## src/rtl/pc_seq_pkg.sv

```systemverilog
// Shared types and constants for the RNBIP-2 program-counter sequencer.
package pc_seq_pkg;

  typedef enum logic [1:0] {
    ST_FETCH,
    ST_DECODE,
    ST_MEMWAIT,
    ST_HALT
  } state_t;

  localparam logic [2:0] OP_ALU  = 3'd0;
  localparam logic [2:0] OP_JMP  = 3'd1;
  localparam logic [2:0] OP_JCC  = 3'd2;
  localparam logic [2:0] OP_JMPR = 3'd3;
  localparam logic [2:0] OP_RET  = 3'd4;
  localparam logic [2:0] OP_HALT = 3'd5;
  localparam logic [2:0] OP_NOP  = 3'd6;
  localparam logic [2:0] OP_RSV  = 3'd7;

  localparam logic [1:0] PC_R0   = 2'b00;
  localparam logic [1:0] PC_DM   = 2'b01;
  localparam logic [1:0] PC_OR2  = 2'b10;
  localparam logic [1:0] PC_IDLE = 2'b11;

  localparam int WDOG_MAX_DEF = 15;

endpackage

```

## src/rtl/pc_seq_watchdog.sv

```systemverilog
// Counts consecutive enabled cycles; expire flags the WDOG_MAX-th one (a clear in that cycle wins).
module pc_seq_watchdog
  import pc_seq_pkg::*;
#(
  parameter int WDOG_MAX = WDOG_MAX_DEF
) (
  input  logic clk,
  input  logic rst_n,
  input  logic clear,
  input  logic enable,
  output logic expire
);

  localparam logic [3:0] LAST = 4'(WDOG_MAX - 1);

  logic [3:0] cnt;

  always_ff @(posedge clk) begin
    if (!rst_n) begin
      cnt <= 4'd0;
    end else if (clear) begin
      cnt <= 4'd0;
    end else if (enable) begin
      cnt <= cnt + 4'd1;
    end
  end

  assign expire = enable && !clear && (cnt == LAST);

endmodule

```

## src/rtl/pc_sequencer.sv

```systemverilog
// PC sequencing FSM: fetch/decode/return-wait/halt with watchdog-guarded DM returns.
// Optional `PC_SEQ_PERF_EN adds a 16-bit retired-instruction counter output.
module pc_sequencer
  import pc_seq_pkg::*;
#(
  parameter int WDOG_MAX = WDOG_MAX_DEF
) (
  input  logic        CLK,
  input  logic        RST_N,
  input  logic        instr_valid,
  input  logic [2:0]  op,
  input  logic        cond,
  input  logic        dm_ack,
  input  logic        resume,
  output logic        ir_ld,
  output logic        I_PC,
  output logic        L_PC,
  output logic        S11,
  output logic        S10,
  output logic        dm_rd,
  output logic        halted,
  output logic        fault
`ifdef PC_SEQ_PERF_EN
  ,
  output logic [15:0] retired
`endif
);

  state_t     state;
  logic       fault_q;
  logic       wd_expire;
  logic [1:0] sel;

  pc_seq_watchdog #(.WDOG_MAX(WDOG_MAX)) u_wdog (
    .clk    (CLK),
    .rst_n  (RST_N),
    .clear  ((state != ST_MEMWAIT) || dm_ack),
    .enable (state == ST_MEMWAIT),
    .expire (wd_expire)
  );

  // Strobes are decoded from the current state and inputs so the PC moves on the same edge that leaves DECODE.
  always_comb begin
    ir_ld = 1'b0;
    I_PC  = 1'b0;
    L_PC  = 1'b0;
    sel   = PC_IDLE;
    dm_rd = 1'b0;
    case (state)
      ST_FETCH:   ir_ld = instr_valid;
      ST_DECODE: begin
        case (op)
          OP_JMP: begin
            L_PC = 1'b1;
            sel  = PC_OR2;
          end
          OP_JCC: begin
            if (cond) begin
              L_PC = 1'b1;
              sel  = PC_OR2;
            end else begin
              I_PC = 1'b1;
            end
          end
          OP_JMPR: begin
            L_PC = 1'b1;
            sel  = PC_R0;
          end
          OP_RET, OP_HALT: ;
          default: I_PC = 1'b1;
        endcase
      end
      ST_MEMWAIT: begin
        dm_rd = 1'b1;
        if (dm_ack) begin
          L_PC = 1'b1;
          sel  = PC_DM;
        end
      end
      ST_HALT:    I_PC = resume && !fault_q;
      default: ;
    endcase
  end

  assign {S11, S10} = sel;
  assign halted     = (state == ST_HALT);
  assign fault      = fault_q;

  always_ff @(posedge CLK) begin
    if (!RST_N) begin
      state   <= ST_FETCH;
      fault_q <= 1'b0;
    end else begin
      case (state)
        ST_FETCH: if (instr_valid) state <= ST_DECODE;
        ST_DECODE: begin
          case (op)
            OP_RET:  state <= ST_MEMWAIT;
            OP_HALT: state <= ST_HALT;
            default: state <= ST_FETCH;
          endcase
        end
        ST_MEMWAIT: begin
          if (dm_ack) begin
            state <= ST_FETCH;
          end else if (wd_expire) begin
            state   <= ST_HALT;
            fault_q <= 1'b1;
          end
        end
        ST_HALT: if (resume && !fault_q) state <= ST_FETCH;
        default: state <= ST_FETCH;
      endcase
    end
  end

`ifdef PC_SEQ_PERF_EN
  always_ff @(posedge CLK) begin
    if (!RST_N) begin
      retired <= 16'd0;
    end else if (I_PC || L_PC) begin
      retired <= retired + 16'd1;
    end
  end
`endif

endmodule

```

## config.mk

```make
export PLATFORM = sky130hd
export DESIGN_NAME = pc_sequencer
export DESIGN_NICKNAME = d
export VERILOG_FILES = /design/src/rtl/pc_seq_pkg.sv /design/src/rtl/pc_seq_watchdog.sv /design/src/rtl/pc_sequencer.sv
export SDC_FILE = /design/constraint.sdc
export NUM_CORES = 1
export LEC_CHECK = 0
export BUFFER_PORTS_ARGS = -buffer_cell sky130_fd_sc_hd__buf_2
export CAP_MARGIN = 10
export CELL_PAD_IN_SITES_DETAIL_PLACEMENT = 1
export CELL_PAD_IN_SITES_GLOBAL_PLACEMENT = 2
export CORE_AREA = 5 5 52 54
export CTS_CLUSTER_DIAMETER = 80
export DETAILED_ROUTE_END_ITERATION = 10
export DIE_AREA = 0 0 57 59
export GPL_ROUTABILITY_DRIVEN = 0
export PLACE_DENSITY = 0.78
export SYNTH_ARGS = -nofsm -noshare
export SYNTH_HDL_FRONTEND = slang
export SYNTH_SLANG_ARGS = --single-unit
```

## constraint.sdc

```tcl
create_clock -name CLK -period 1.6 [get_ports CLK]
set_input_delay 0.48 -clock CLK [delete_from_list [all_inputs] [get_ports CLK]]
set_output_delay 0.48 -clock CLK [all_outputs]
set_load 0.02 [all_outputs]
```

After elaboration in Yosys (flattened, before gate mapping):

Cells that the tools add are included.

* mux-type cells: 19
* reduce and logical (&&, ||, !) cells: 12
* equal/unequal tests: 13
* add/sub/neg operators: 1
* bitwise operators: 2

Operators by type and width (number)
* $mux 2: 5
* $pmux 1 s2: 4
* $pmux 2 s2: 2
* $pmux 2 s4: 1
* $eq 3x2->1 const B: 2
* $eq 3x3->1 const B: 2
* $mux 1: 6
* $pmux 2 s3: 1
* $reduce_and 3->1: 2
* $add 4x1->4 const B: 1
* $eq 2x2->1 const B: 2
* $eq 4x4->1 const B: 1
* $ne 2x2->1 const B: 2
* $reduce_or 2->1: 2
* $reduce_or 4->1: 1
* $eq 3x1->1 const B: 1
* $logic_and 1x1->1: 3
* $ne 3x3->1 const B: 1
* $eq 2x1->1 const B: 1
* $logic_not 1->1: 2
* $logic_not 2->1: 1
* $ne 2x1->1 const B: 1
* $not 1->1: 2
* $logic_or 1x1->1: 1

* output and inout port bits: 8
* input bits: 9
* logic and storage cells: 50
* register bits: 7

Depth between registers and ports, before layout:

* word-level depth: 8
* mapped depth: 5
* mapped depth without buffers: 5

Modules after synthesis:

From an unflattened synthesis, not the netlist that was laid out.

* cell total of the unflattened synthesis: 63
* area, all modules: 534.3 µm²

By module, submodules not included
* pc_sequencer: seq. area each 60.1 µm², area an instance 325.3 µm², cells an instance 41, times used 1
* pc_seq_watchdog: seq. area each 80.1 µm², area an instance 209.0 µm², cells an instance 22, times used 1

Worst setup path before layout:

No wires, ideal clock.

* path kind: reg2reg
* start: register state[0]
* end: register state[0]
* arrival: 1.562 ns
* setup time: 0.072 ns
* cell stages (with the launch flop): 6
* setup slack: -0.034 ns
* clock period less this slack: 1.634 ns
* cells stage by stage: dfxtp_1 -> inv_1 -> ha_1 -> nor2b_1 -> a222oi_1 -> mux2i_1

* word-level cells in the longest chain between the ends: 7
* elaborated cells between the ends (all ways): 14
* classes of those cells: 7 x eq/ne; 1 x mux; 6 x reduce/logical

RTL lines
* start: declaration: line pc_sequencer.sv:29 `state_t state;`
* start signal: assignment: line pc_sequencer.sv:91 `state <= ST_FETCH;`
* start signal: assignment: line pc_sequencer.sv:95 `ST_FETCH: if (instr_valid) state <= ST_DECODE;`
* start signal: assignment: line pc_sequencer.sv:98 `OP_RET: state <= ST_MEMWAIT;`
* $ne 2x2->1: line pc_sequencer.sv:37 `.clear ((state != ST_MEMWAIT) || dm_ack),`
* $logic_or 1x1->1: line pc_sequencer.sv:37
* $logic_not 1->1: line pc_seq_watchdog.sv:28 `assign expire = enable && !clear && (cnt == LAST);`
* $logic_and 1x1->1 (2 in a row): line pc_seq_watchdog.sv:28
* $ne 3x3->1 (no line)
* $reduce_and 3->1 (no line)

Several ways; a longest one is shown, not always the timed one.
A chain may end at the register's enable or synchronous reset.

Final worst setup path:

* start: register state[1]
* end: output port L_PC

* word-level cells in the longest chain between the ends: 2
* elaborated cells between the ends (all ways): 3
* classes of those cells: 2 x eq/ne; 1 x mux

RTL lines
* $eq 2x2->1 / $eq 2x1->1 (equally long branches): line pc_sequencer.sv:49 `case (state)`
* $pmux 1 s2 (*): line pc_sequencer.sv:49
* end: declaration: line pc_sequencer.sv:17 `output logic L_PC,`

Every way passes the cells marked *; elsewhere a longest branch is shown, timed or not.

==> run summary <==
status - finished, violations left
violated checks - setup timing
DP Area - 663 um^2
CP cell instances - inv_2, buf_4, ha_4, and2_4, buf_6
startpoint types - flip-flop
CTS Buffer Depth - 2
R2R setup slack - 0.10 ns
Pleak - 0.000356 uW
worst slew pin tran - 0.261 ns
Hold Path Sink - u_wdog.cnt[0]
most common library cell in the layout ignoring fill and taps - buf_2
Fmax achieved - 559 MHz
CTS tree - built
DR pass1 iterations - 4
Via density - 4.35
I/O pins - 17
Ys Warns - 0
final worst slack - -0.188 ns
Mapped Nets - 72
minimum clock period - 1.79 ns
Max Clock Skew - 0.00237 ns
most frequent cells in the layout - buf_2, buf_4, nor2_1, dfxtp_1, buf_6
Area growth syn-to-layout - 70.7%
crit end category - primary output
worst setup path start - state[1]
synthesized netlist cell count - 56
Required @ worst endpoint - 1.12 ns
Wirelength per Cell - 12.0 um
Hold Fails Final Rpt - 0
site row count - 17
R2R Path End - state[1]
Seq cells post-synth - 7
initial core utilization - 0.217
clk root buf - clkbuf_4
Synth Area per Inst - 8.40 um^2
# clock sinks - 7
post-synthesis sequential area ratio - 0.298
hold path startpoint - u_wdog.cnt[0]
GRT Util Overall - 0.0876
crit share post-route - 1.12
CP arrival - 1.31 ns
Yosys cell types - 23
first-pass GRT wire length - 2260 um
CTS Hold Bufs - 0
ANT cells - 0
CP Max Fanout - 3
post-route ant nets - 0
final instance area - 803 um^2
Slowest-stage cell, CP - dfxtp_2
largest net degree at the start of global routing - 7
drc violations - 0
Fillers - 264
Detail Placement HPWL - 1090 um
Crit path max-delay family - flip-flops
routed via count - 500
RSZ-0062 raised after global routing - true
IO buf count - 16
# placed instances - 110
fin nets - 104
Die W - 57 um
critical path class - flip-flop to primary output
1st-iter DRT viols - 10
storage element area - 145 um^2
Skew-Pair Late Insertion Delay - 0.24 ns
slew margin rel. - 0.826
WL final - 1380 um
total gr overflow - 0
Slowest Stage Delay on Critical Path - 0.35 ns
Max VDD drop - 0.000341 V
vias in the first global route - 529
hold crit path type - flip-flop to flip-flop
Max-Cap Viols - 0
area of the multi-input gates - 383 um^2
Core Box Area - 2170 um^2
Die H - 59 um
share of layout cells above drive strength 1 - 0.529
number of H-tree levels - 1
R2R Path Start - state[1]
post-synthesis cell area - 470 um^2
initial antenna violation count - 0
R2R cell count - 6
fin cells - 115
Hold Path Depth - 1
die footprint - 3360 um^2
Final setup viols - 5
Max Transition Viols Final - 0
clk slew on worst S/H paths - 0.05 ns
WP buf/inv - 3
P per Cell Area - 681 nW/um^2
TritonCTS Buffers - 3
==> metrics by stage <==
stage | utilization | hold WS [ns] | power (uW) | TNS (ns) | setup slack [ns]
floorplan | - | 0.430 | 268 | 0 | 0.0203
global placement | 0.306 | 0.449 | 341 | -0.0545 | -0.0486
detailed placement | 0.306 | 0.463 | 344 | -0.132 | -0.0780
CTS | 0.360 | 0.475 | 553 | -0.676 | -0.236
global route | 0.370 | 0.489 | 589 | -0.984 | -0.247
finish | 0.370 | 0.461 | 547 | -0.652 | -0.188
==> worst max-delay path by stage <==
stage               endpoint  slack, ns  depth (start not counted)
floorplan               I_PC       0.02                          3
global placement        I_PC      -0.05                          5
detailed placement      I_PC      -0.08                          5
CTS                     L_PC      -0.24                          6
global route            L_PC      -0.25                          6
finish                  L_PC      -0.19                          5
==> cells in the mapped netlist (all sizes together) <==
cell type | number | area share
nand4 | 1 | 0.013
o31ai | 2 | 0.032
nand3 | 2 | 0.021
inv | 6 | 0.048
xor2 | 1 | 0.019
and2 | 2 | 0.027
o22ai | 1 | 0.013
and3b | 1 | 0.019
nor2b | 3 | 0.040
nand2 | 5 | 0.040
a21oi | 1 | 0.011
ha | 7 | 0.19
mux2i | 2 | 0.043
nor2 | 5 | 0.040
o21ai | 3 | 0.032
nand2b | 2 | 0.027
nand3b | 1 | 0.016
xnor2 | 1 | 0.019
dfxtp | 7 | 0.30
a222oi | 1 | 0.021
o21a | 1 | 0.016
and4b | 1 | 0.021
==> sequential cells by signal (all words and copies together) (netlist names) <==
| name | cells |
|---|---|
| u_wdog.cnt | 4 |
| state | 2 |
| fault | 1 |
==> report_power, final <==
group | switching, uW | internal (uW)
combinational | 96.8 | 106
clock | 59.0 | 94.8
sequential | 8.82 | 181
total | 165 | 383
==> cell type report <==
cell class / count / share of cell area
well taps: 28 / 0.0436
repair buffers: 27 / 0.238
multi-input cells: 43 / 0.477
clock buffers: 4 / 0.0327
flip-flops and latches: 7 / 0.181
inverters: 6 / 0.0280
==> metal layers <==
metal  track usage  share of wire  wire length (um)  vias to the layer above
li1              -              -                 -                      250
met1        0.0874           0.44               605                      234
met2         0.165           0.49               677                       14
met3        0.0283          0.065                90                        2
met4        0.0397         0.0029                 4                        0
met5             0              0                 0                        -
==> repair_timing <==
action	4_1_cts	5_1_grt
pin swaps	3	2
gates resized for setup	24	4
endpoints found under the setup margin	9	5
buffers inserted	1	1
==> worst reg2reg max path: stages (launching register included) <==
cell and delay (ns):
dfxtp_2 0.33, buf_6 0.13, ha_4 0.17, nor2b_1 0.14, a222oi_1 0.29, buf_4 0.18
mux2i_1 0.18
==> cell families (layout without fill, tap and decap cells) <==
logic type                 after synthesis  after routing  synth area share
adders and majority gates                7              7             0.186
xor gates and xnor gates                 2              2            0.0372
and+or+nand+nor                         23             23             0.263
DFF                                      7              7             0.298
buffers and inverters                    6             37            0.0479
AOI/OAI and AO/OA                        9              9             0.125
muxes                                    2              2            0.0426
No activity file was read; power rests on OpenSTA's default activity.
